`src/rtl/factor_sequencer_if.sv`:
```
// Handshake and display bundle between the operand source and the factor sequencer.
// The master drives the operand and start request. The slave reports status and the displayed factor.
interface factor_sequencer_if;
    logic [7:0] number_in;
    logic       start;
    logic       busy;
    logic       done;
    logic       is_prime;
    logic [3:0] factor_count;
    logic [7:0] disp_factor;
    logic [2:0] disp_index;
    logic       disp_strobe;
    logic [7:0] dwell_lsb;

    modport master (
        output number_in, start,
        input  busy, done, is_prime, factor_count,
        input  disp_factor, disp_index, disp_strobe, dwell_lsb
    );

    modport slave (
        input  number_in, start,
        output busy, done, is_prime, factor_count,
        output disp_factor, disp_index, disp_strobe, dwell_lsb
    );
endinterface

```
`src/rtl/factor_sequencer.sv`:
```
// Prime factorizer sequencer: trial division by repeated subtraction, then cycles the buffered
// factors onto the display path with a MAX_COUNT-cycle dwell per factor.
module factor_sequencer #(
    parameter int MAX_COUNT = 10_000_000
) (
    input  logic                 clk_i,
    input  logic                 rst_i,
    factor_sequencer_if.slave    bus
);

    typedef enum logic [2:0] {
        IDLE,
        LOAD,
        DIVIDE,
        CHECK,
        DISPLAY
    } state_t;

    localparam logic [31:0] DWELL_LAST = 32'(MAX_COUNT - 1);

    state_t      state_q, state_d;
    logic [7:0]  residue_q, residue_d;
    logic [7:0]  divisor_q, divisor_d;
    logic [7:0]  rem_q, rem_d;
    logic [7:0]  quot_q, quot_d;
    logic [3:0]  count_q, count_d;
    logic [7:0]  slot_q [8];
    logic [7:0]  slot_d [8];
    logic [31:0] dwell_q, dwell_d;
    logic [2:0]  dispIndex_q, dispIndex_d;
    logic        strobe;
    logic [15:0] nextSquare;
    logic [15:0] divisorWide;

    // State register; reset clears everything including the factor buffer.
    always_ff @(posedge clk_i) begin
        if (rst_i) begin
            state_q     <= IDLE;
            residue_q   <= '0;
            divisor_q   <= '0;
            rem_q       <= '0;
            quot_q      <= '0;
            count_q     <= '0;
            dwell_q     <= '0;
            dispIndex_q <= '0;
            for (int i = 0; i < 8; i++) begin
                slot_q[i] <= '0;
            end
        end else begin
            state_q     <= state_d;
            residue_q   <= residue_d;
            divisor_q   <= divisor_d;
            rem_q       <= rem_d;
            quot_q      <= quot_d;
            count_q     <= count_d;
            dwell_q     <= dwell_d;
            dispIndex_q <= dispIndex_d;
            for (int i = 0; i < 8; i++) begin
                slot_q[i] <= slot_d[i];
            end
        end
    end

    // The square test decides whether the remaining residue must itself be prime.
    always_comb begin
        divisorWide = {8'd0, divisor_q} + 16'd1;
        nextSquare  = divisorWide * divisorWide;
    end

    // Next-state logic. Dwell and display index stay at zero outside DISPLAY.
    always_comb begin
        state_d     = state_q;
        residue_d   = residue_q;
        divisor_d   = divisor_q;
        rem_d       = rem_q;
        quot_d      = quot_q;
        count_d     = count_q;
        dwell_d     = '0;
        dispIndex_d = '0;
        strobe      = 1'b0;
        for (int i = 0; i < 8; i++) begin
            slot_d[i] = slot_q[i];
        end

        case (state_q)
            IDLE: begin
                if (bus.start) begin
                    residue_d = bus.number_in;
                    count_d   = '0;
                    state_d   = LOAD;
                end
            end

            LOAD: begin
                if (residue_q < 8'd2) begin
                    slot_d[0] = residue_q;
                    count_d   = 4'd1;
                    state_d   = DISPLAY;
                end else begin
                    divisor_d = 8'd2;
                    rem_d     = residue_q;
                    quot_d    = '0;
                    state_d   = DIVIDE;
                end
            end

            DIVIDE: begin
                if (rem_q >= divisor_q) begin
                    rem_d  = rem_q - divisor_q;
                    quot_d = quot_q + 8'd1;
                end else begin
                    state_d = CHECK;
                end
            end

            CHECK: begin
                if (rem_q == 8'd0) begin
                    slot_d[count_q[2:0]] = divisor_q;
                    count_d              = count_q + 4'd1;
                    residue_d            = quot_q;
                    if (quot_q == 8'd1) begin
                        state_d = DISPLAY;
                    end else begin
                        rem_d   = quot_q;
                        quot_d  = '0;
                        state_d = DIVIDE;
                    end
                end else if (nextSquare > {8'd0, residue_q}) begin
                    slot_d[count_q[2:0]] = residue_q;
                    count_d              = count_q + 4'd1;
                    state_d              = DISPLAY;
                end else begin
                    divisor_d = divisor_q + 8'd1;
                    rem_d     = residue_q;
                    quot_d    = '0;
                    state_d   = DIVIDE;
                end
            end

            DISPLAY: begin
                if (bus.start) begin
                    residue_d = bus.number_in;
                    count_d   = '0;
                    state_d   = LOAD;
                end else if (dwell_q == DWELL_LAST) begin
                    strobe      = 1'b1;
                    dispIndex_d = ({1'b0, dispIndex_q} == count_q - 4'd1) ? 3'd0 : dispIndex_q + 3'd1;
                end else begin
                    dwell_d     = dwell_q + 32'd1;
                    dispIndex_d = dispIndex_q;
                end
            end

            default: begin
                state_d = IDLE;
            end
        endcase
    end

    assign bus.busy         = (state_q == LOAD) || (state_q == DIVIDE) || (state_q == CHECK);
    assign bus.done         = (state_q == DISPLAY);
    assign bus.is_prime     = (state_q == DISPLAY) && (count_q == 4'd1) && (slot_q[0] >= 8'd2);
    assign bus.factor_count = count_q;
    assign bus.disp_factor  = slot_q[dispIndex_q];
    assign bus.disp_index   = dispIndex_q;
    assign bus.disp_strobe  = strobe;
    assign bus.dwell_lsb    = dwell_q[7:0];

endmodule
```
`src/flat_wrapper.sv`:
```
// flat-port wrapper written by rule: the top's interface ports become plain ports
module factor_sequencer_flat 
#(
    parameter int MAX_COUNT = 10_000_000
)
  (clk_i, rst_i, bus_number_in, bus_start, bus_busy, bus_done, bus_is_prime, bus_factor_count, bus_disp_factor, bus_disp_index, bus_disp_strobe, bus_dwell_lsb);
  factor_sequencer_if bus_i ();
  input  logic clk_i;
  input  logic rst_i;
  input wire logic [$bits(bus_i.number_in)-1:0] bus_number_in;
  input wire logic [$bits(bus_i.start)-1:0] bus_start;
  output wire logic [$bits(bus_i.busy)-1:0] bus_busy;
  output wire logic [$bits(bus_i.done)-1:0] bus_done;
  output wire logic [$bits(bus_i.is_prime)-1:0] bus_is_prime;
  output wire logic [$bits(bus_i.factor_count)-1:0] bus_factor_count;
  output wire logic [$bits(bus_i.disp_factor)-1:0] bus_disp_factor;
  output wire logic [$bits(bus_i.disp_index)-1:0] bus_disp_index;
  output wire logic [$bits(bus_i.disp_strobe)-1:0] bus_disp_strobe;
  output wire logic [$bits(bus_i.dwell_lsb)-1:0] bus_dwell_lsb;
  assign bus_i.number_in = bus_number_in;
  assign bus_i.start = bus_start;
  assign bus_busy = bus_i.busy;
  assign bus_done = bus_i.done;
  assign bus_is_prime = bus_i.is_prime;
  assign bus_factor_count = bus_i.factor_count;
  assign bus_disp_factor = bus_i.disp_factor;
  assign bus_disp_index = bus_i.disp_index;
  assign bus_disp_strobe = bus_i.disp_strobe;
  assign bus_dwell_lsb = bus_i.dwell_lsb;
  factor_sequencer #(.MAX_COUNT(MAX_COUNT)) u_core (.clk_i(clk_i), .rst_i(rst_i), .bus(bus_i));
endmodule
```
`config.mk`:
```
export PLATFORM = sky130hd
export DESIGN_NAME = factor_sequencer_flat
export DESIGN_NICKNAME = d
export VERILOG_FILES = /design/src/rtl/factor_sequencer_if.sv /design/src/rtl/factor_sequencer.sv /design/src/flat_wrapper.sv
export SDC_FILE = /design/constraint.sdc
export NUM_CORES = 1
export LEC_CHECK = 0
export CORE_ASPECT_RATIO = 0.7
export CORE_MARGIN = 2
export CORE_UTILIZATION = 55
export DETAILED_ROUTE_END_ITERATION = 6
export PLACE_DENSITY = 0.73
export SYNTH_ARGS = -nofsm -noshare
export SYNTH_HDL_FRONTEND = slang
export SYNTH_SLANG_ARGS = --single-unit
```
`constraint.sdc`:
```
create_clock -name clk_i -period 7.8 [get_ports clk_i]
set_input_delay 1.95 -clock clk_i [delete_from_list [all_inputs] [get_ports clk_i]]
set_output_delay 1.95 -clock clk_i [all_outputs]
set_load 0.1 [all_outputs]
```
=== After elaboration in Yosys (flattened, before gate mapping) ===
Memory sizes are Yosys's and may differ from the RTL's. A register that Yosys moved wholly into a read port is not among the register bits.
Cells that the tools add are included.

* Input bits: 11
* Word-level logic and storage cells: 129
* Output and inout bits: 27
* Register bits after elaboration: 74
* Memories: 1
* RAM bits: 64

* Bitwise gates (word level): 10
* Add/subtract/negate cells: 8
* Eq/ne operators: 19
* Reduce and logical (&&, ||, !) cells: 19
* Order comparisons: 6
* Muxes and demuxes: 57
* $mul: 1

{| class="wikitable"
|+ Memories
! name !! words !! width !! read ports !! clocked after memory_dff !! wr ports !! line !! text
|-
| u_core.slot_q || 8 || 8 || 9 || 1 || 8 || factor_sequencer.sv:27 || <nowiki>logic [7:0] slot_q [8];</nowiki>
|}

{| class="wikitable"
|+ Operators by type and width
! cell !! number
|-
| $mux 8 || 25
|-
| $bwmux 64 || 2
|-
| $mux 64 || 2
|-
| $mux 56 || 1
|-
| $pmux 8 s2 || 3
|-
| $pmux 8 s3 || 2
|-
| $add 32x1->32 const B || 1
|-
| $eq 32x24->1 const B || 1
|-
| $mux 3 || 9
|-
| $demux 8 s3 || 1
|-
| $add 8x1->8 const B || 2
|-
| $gt 16x8->1 || 1
|-
| $mul 16x16->16 || 1
|-
| $mux 4 || 4
|-
| $pmux 3 s4 || 1
|-
| $pmux 4 s3 || 1
|-
| $add 8x1->9 const B || 1
|-
| $eq 8x1->1 const B || 1
|-
| $ge 8x2->1 const B || 1
|-
| $ge 8x8->1 || 1
|-
| $logic_not 8->1 || 1
|-
| $lt 8x2->1 const B || 1
|-
| $ne 2x1->1 const B || 4
|-
| $ne 2x2->1 const B || 4
|-
| 30 further kinds || 49
|}

=== Depth between registers and ports, before layout ===
Gate-level depths: netlist of run 1.

* Depth after elaboration: 10
* Gate-level depth with buffers: 28
* Mapped depth without buffers: 27

=== Worst setup path after synthesis of run 1 ===
No wires, ideal clock.

* Path type: reg-to-reg
* Start point: register u_core.divisor_q[1]
* End point: memory u_core.slot_q[4][0]
* Path slack: 929 ps
* Buffers on the path: 1
* Cell stages (with the launch flop): 26
* Required time: 7679 ps
* Period minus slack after synthesis: 6871 ps
* Library setup time: 121 ps
* Arrival: 6750 ps
* Cell sequence: dfxtp_1 ha_1 nand3_1 or3_1 xnor2_1 clkinv_1 nor2_1 inv_1 fa_1 inv_1 fa_1 inv_1 fa_1 fa_1 inv_1 ha_1 and3_1 a221oi_2 o221ai_2 a21oi_1 or3_4 nor2_4 or3_1 buf_2 nor3b_4 mux2_2

{| class="wikitable"
|+ RTL lines
! element !! line !! text
|-
| start: declaration || factor_sequencer.sv:23 || <nowiki>logic [7:0] divisor_q, divisor_d;</nowiki>
|-
| start signal: assignment || factor_sequencer.sv:52 || <nowiki>divisor_q <= divisor_d;</nowiki>
|-
| end: declaration || factor_sequencer.sv:27 ||
|}

==> results.json, run 1 <==
{
  "status": "finished, final reports clean",
  "first_iter_violations": 734,
  "die_area_um2": 18300,
  "tightestPinTransition_ns": 1.07,
  "skew_ns": 0.0108,
  "max_cap_viol_count": 0,
  "die_h_um": 114,
  "final_net_count": 1199,
  "ys_types": 72,
  "viasPerCell": 5.69,
  "antenna_found_initial": 0,
  "path_class": "flop to flop",
  "crit_required_ns": 8.11,
  "grt_usage_pct": 25.2,
  "synth_seq_area_share_pct": 29.7,
  "finalSetupViolations": 0,
  "ant_nets": 0,
  "grt_pass1_wl_um": 36900,
  "htree_levels": 4,
  "grt-ovfl-total": 0,
  "grt_max_degree": 67,
  "fp-row-count": 40,
  "avgSynthCellArea_um2": 8.72,
  "layout_min_cycle_time_ns": 7.19,
  "min_from": "u_core.slot_q[7][6]",
  "synth_top_area_share_pct": 29.7,
  "post-route-period-util_pct": 92.1,
  "synth.area.top_cells": "dfxtp_1 30%, fa_1 7.4%, ha_1 7.1%",
  "ys_warn_count": 0,
  "cts_buffers": 17,
  "synth_area_leader_cell": "dfxtp_1",
  "setup_tns_ns": 0,
  "dp_hpwl_um": 16200,
  "pin_count": 38,
  "r2r-start": "u_core.divisor_q[0]",
  "area_growth_pct": 11.5,
  "ir_drop_v": 0.000183,
  "hold_class": "flop to flop",
  "reg2reg_depth": 24,
  "placed_area_um2": 9980,
  "p_leak_nw": 4.21,
  "path_clk_slew_ns": 0.07,
  "async_reset_ff_share_pct": 0,
  "timing.final.ws_setup_ns": 0.613,
  "port-buffer-count": 37,
  "hold-path-cell-count": 2,
  "cts_sinks": 141,
  "clockBufferDepth": 2,
  "cts_root_buffer": "clkbuf_16",
  "drive_gt1_share_pct": 11.7,
  "wl_per_cell_um": 16.6,
  "routabilityCongestion": 0.910,
  "r2r_slack_ns": 0.61,
  "critPathLaunchType": "flop",
  "first_global_vias": 7291,
  "path_max_fanout": 13,
  "netlist_area_um2": 9490,
  "start_util_pct": 55.8,
  "cts_tree": "done",
  "vias": 7640,
  "power_density_nw_per_um2": 222,
  "ys_top_cells_by_count": "141 x dfxtp_1, 101 x nor2_1, 97 x nand2_1, 96 x inv_1, 59 x nor2b_1",
  "core_area_um2": 17000,
  "yosysMostFrequentCell": "dfxtp_1",
  "critPathArrivalTime_ns": 7.49,
  "end_kind": "flop",
  "fp.dieW_um": 161,
  "insertion_delay_ns": 0.42,
  "hold_viol_final": 0,
  "crit_start": "u_core.divisor_q[0]",
  "wl_um": 22300,
  "pre_cts_ws_ns": 0.550,
  "postLayoutCellArea_um2": 10600,
  "ys.flop_type": "dfxtp_1",
  "timing.final.max_slew_violations": 0,
  "synth-edff-count": 0,
  "diodes": 0,
  "max-slew-margin-rel_pct": 28.9,
  "rsz0062_at_grt": "false",
  "drt-pass1-iter-count": 5,
  "syn_inst": 1088,
  "post-route-util_pct": 62.2,
  "max_freq_mhz": 139,
  "ys_ff_latch": 141,
  "drc_errors": 0
}
through the flow:
stage	instances	hold slack [ns]	total power (W)
floorplan	1090	0.426	0.00134
detailed placement	1311	0.467	0.00151
global placement	1311	0.451	0.00151
global route	1342	0.495	0.00246
finish	1342	0.471	0.00235
CTS	1342	0.477	0.00234
power by group:
group	switching [W]	internal [W]	leakage, nW
Sequential	0.0000710	0.000759	1.14
Combinational	0.000461	0.000236	2.78
Clock	0.000335	0.000486	0.282
layer usage:
metal / GRT usage [%] / routed length (um)
met5: 0 / 0
met4: 5.18 / 143
met3: 4.51 / 1390
met2: 36.8 / 9410
met1: 38.9 / 11300
cell usage in the layout, fill, tap and decap left out, types with 12 or more instances in the layout:
master,instances
dfxtp_1,141
nor2_1,101
clkdlybuf4s50_1,36
a21oi_1,50
nor3_1,18
nand3_1,26
ha_1,54
mux4_2,16
buf_4,12
clkbuf_16,17
xor2_1,26
inv_1,96
nand2_1,97
mux2_2,55
xnor2_1,33
nor2b_1,59
o21ai_0,45
fa_1,35
state kept, by name, summed over array words and instances, names as in the netlist, named ones only:
signal,flops
u_core.bus.disp_index,3
u_core.divisor_q,8
u_core.rem_q,8
u_core.state_q,3
u_core.dwell_q,32
u_core.bus.factor_count,4
u_core.quot_q,8
u_core.residue_q,8
u_core.slot_q,64
path summary, 6_finish.rpt:
kind                               to
hold reg to reg   u_core.slot_q[7][6]
setup / recovery  u_core.slot_q[4][2]
setup reg to reg  u_core.slot_q[4][2]
hold / removal    u_core.slot_q[7][6]
worst max-delay path: stages (launching register included):
cell	delay [ns]
dfxtp_1	0.60
ha_1	0.26
nand3_1	0.14
or3_1	0.37
xnor2_1	0.19
clkinv_1	0.11
nor2_1	0.14
inv_1	0.08
fa_1	0.59
inv_1	0.07
fa_1	0.50
inv_1	0.05
fa_1	0.46
fa_1	0.55
inv_1	0.05
ha_1	0.35
and3_1	0.18
a221oi_2	0.46
o221ai_2	0.20
a21oi_1	0.17
or3_4	0.17
nor2_4	0.06
or3_1	0.43
nor3b_4	0.51
mux2_2	0.39
kinds of logic (layout without fill, tap and decap cells):
group                    count (synthesis)  in the layout  synth area share (%)
buffers and inverters                  156            177                  6.56
multiplexers                            77             77                  11.0
AND/OR/NAND/NOR                        392            392                  21.0
XOR/XNOR                                59             59                  5.44
other                                    2              4                0.0791
adder cells (fa/ha/maj)                 89             89                  14.5
AO/OA/AOI/OAI                          172            172                  11.7
flip-flops                             141            141                  29.7
area by class of cell:
| type | count | area, um^2 |
|---|---|---|
| clock buffers | 18 | 439 |
| clock inverters | 13 | 155 |
| fillers | 1443 | 6430 |
| inverters | 98 | 368 |
| multi-input cells | 793 | 6060 |
| flip-flops and latches | 141 | 2820 |
| well taps | 231 | 289 |
| repair buffers | 48 | 450 |
what timing repair did:
| item | CTS | global route |
|---|---|---|
| hold buffers | 0 | 0 |
| endpoints found under the setup margin | 0 | 1 |
| buffers inserted | 0 | 0 |
| resized for setup | 0 | 1 |
No activity file was read; power rests on OpenSTA's default activity.
==> run 2, diff against run 1 <==
--- a/config.mk
+++ b/config.mk
@@ -9,6 +9,7 @@
 export CORE_MARGIN = 2
 export CORE_UTILIZATION = 55
 export DETAILED_ROUTE_END_ITERATION = 6
+export GPL_ROUTABILITY_DRIVEN = 0
 export PLACE_DENSITY = 0.73
 export SYNTH_ARGS = -nofsm -noshare
 export SYNTH_HDL_FRONTEND = slang
==> results of run 2 <==
No change in the layout: final DEF, timing and power equal those of run 1.
==> run 3, diff against run 2 <==
--- a/config.mk
+++ b/config.mk
@@ -7,10 +7,11 @@
 export LEC_CHECK = 0
 export CORE_ASPECT_RATIO = 0.7
 export CORE_MARGIN = 2
-export CORE_UTILIZATION = 55
+export CORE_UTILIZATION = 62
 export DETAILED_ROUTE_END_ITERATION = 6
 export GPL_ROUTABILITY_DRIVEN = 0
-export PLACE_DENSITY = 0.73
+export GPL_TIMING_DRIVEN = 0
+export PLACE_DENSITY = 0.81
 export SYNTH_ARGS = -nofsm -noshare
 export SYNTH_HDL_FRONTEND = slang
 export SYNTH_SLANG_ARGS = --single-unit
==> results.json, run 3 (synthesis results as in run 1) <==
{
  "path_max_fanout": 8,
  "postLayoutCellArea_um2": 10800,
  "finalPower_w": 0.00234,
  "power_density_nw_per_um2": 216,
  "final_cells": 1359,
  "max_cap_viol_count": 0,
  "fp.dieW_um": 152,
  "dp_hpwl_um": 17600,
  "layout_min_cycle_time_ns": 7.39,
  "die_area_um2": 16300,
  "end_kind": "flop",
  "ant_nets": 0,
  "cts_tree": "done",
  "placedCellCount": 1322,
  "largest_reg_flops": 64,
  "fp-row-count": 37,
  "grt-ovfl-total": 0,
  "path_class": "flop to flop",
  "timing.final.max_slew_violations": 0,
  "hold_class": "flop to flop",
  "reg_top3": "u_core.slot_q x64, u_core.dwell_q x32",
  "layout_commonest_cell": "dfxtp_1",
  "die_h_um": 108,
  "skew_ns": 0.0157,
  "post-route-period-util_pct": 94.8,
  "p_leak_nw": 4.30,
  "port-buffer-count": 37,
  "post-route-util_pct": 73.0,
  "drc_errors": 0,
  "max-slew-margin-rel_pct": 29.7,
  "drt-pass1-iter-count": 6,
  "insertion_delay_ns": 0.43,
  "viasPerCell": 6.02,
  "critPathArrivalTime_ns": 7.70,
  "pin_count": 38,
  "placed_area_um2": 10100,
  "wl_per_cell_um": 17.7,
  "crit_required_ns": 8.10,
  "max_freq_mhz": 135,
  "cts_root_buffer": "clkbuf_16",
  "core_area_um2": 14800,
  "first_global_vias": 7984,
  "wl_um": 24100,
  "antenna_found_initial": 0,
  "hold_viol_final": 0,
  "cts_sinks": 141,
  "layout_common_cells": "141 x dfxtp_1, 101 x nor2_1, 97 x nand2_1",
  "cts_hold_buffers": 0,
  "critPathLaunchType": "flop",
  "rsz0062_at_grt": "false",
  "cts_buffers": 17,
  "grt_max_degree": 17,
  "finalSetupViolations": 0,
  "tightestPinTransition_ns": 1.04,
  "diodes": 0,
  "grt_pass1_wl_um": 39600,
  "drive_gt1_share_pct": 11.9,
  "first_iter_violations": 891,
  "top_register": "u_core.slot_q",
  "final_net_count": 1251,
  "grt_usage_pct": 30.1,
  "clockBufferDepth": 2,
  "htree_levels": 4,
  "area_growth_pct": 13.9,
  "vias": 8185,
  "path_clk_slew_ns": 0.06,
  "ir_drop_v": 0.000159,
  "status": "finished, final reports clean",
  "start_util_pct": 64.1
}
-- run 3: cell types whose count changed in the layout (fill, tap and decap cells not counted), sizes merged --
cell	delta
inv	+1
clkbuf	+43
clkdlybuf4s50	+1
clkinv	+1
bufinv	-1
buf	+8
-- run 3: final timing paths --
path                       startpoint             endpoint  slack (ns)  depth (start not counted)
setup / recovery  u_core.divisor_q[1]  u_core.slot_q[1][1]        0.41                         24
hold / removal      u_core.dwell_q[0]    u_core.dwell_q[0]        0.47                          1
setup reg to reg  u_core.divisor_q[1]  u_core.slot_q[1][1]        0.41                         24
hold reg to reg     u_core.dwell_q[0]    u_core.dwell_q[0]        0.47                          1
-- run 3: cell type report --
| cell class | instances | area, um^2 |
|---|---|---|
| multi-input cells | 793 | 6100 |
| fillers | 1123 | 4000 |
| flip-flops and latches | 141 | 2820 |
| clock buffers | 18 | 439 |
| repair buffers | 42 | 433 |
| inverters | 98 | 372 |
| plain buffers | 58 | 255 |
| well taps | 195 | 244 |
| clock inverters | 14 | 146 |
-- run 3: what timing repair did --
action | CTS | global route
setup endpoints to repair | 59 | 89
pin swaps | 0 | 2
endpoints found under the hold margin | 0 | 0
gates resized for setup | 1 | 6
setup buffers | 0 | 5
-- run 3: worst max-delay path, cell delays in order, from the launching register on --
cell and delay [ns]:
dfxtp_1 0.52, ha_1 0.25, nand3_1 0.14, or3_1 0.45
xnor2_4 0.31, clkinvlp_4 0.21, nor2_1 0.18, inv_1 0.09
fa_1 0.59, inv_1 0.07, fa_1 0.50, inv_1 0.05
fa_1 0.48, fa_1 0.55, inv_1 0.06, ha_1 0.36
and3_1 0.20, a221oi_4 0.41, o221ai_2 0.20, a2111oi_4 0.41
nand3_2 0.17, nor2_4 0.22, nor3_2 0.11, nand2_1 0.37
mux2_2 0.39
-- run 3: power by group --
group / internal (W) / switching (W)
clock network: 0.000459 / 0.000349
registers: 0.000759 / 0.0000567
logic: 0.000245 / 0.000468
-- run 3: metal layers --
| metal | up-vias | global-route usage (%) | share of wire, % |
|---|---|---|---|
| li1 | 3846 | - | - |
| met1 | 3892 | 43.7 | 45 |
| met2 | 397 | 45.7 | 44 |
| met3 | 50 | 5.39 | 9.2 |
| met4 | 0 | 9.68 | 1.7 |
| met5 | - | 0 | 0 |
-- run 3: stage by stage --
stage	setup WS [ns]	setup TNS [ns]	hold slack [ns]
final	0.408	0	0.466
after global routing	0.0239	0	0.484
after CTS	0.0575	0	0.467
after detailed placement	-0.166	-3.82	0.453
after global placement	-0.0173	-0.102	0.442
after floorplan	0.929	0	0.426
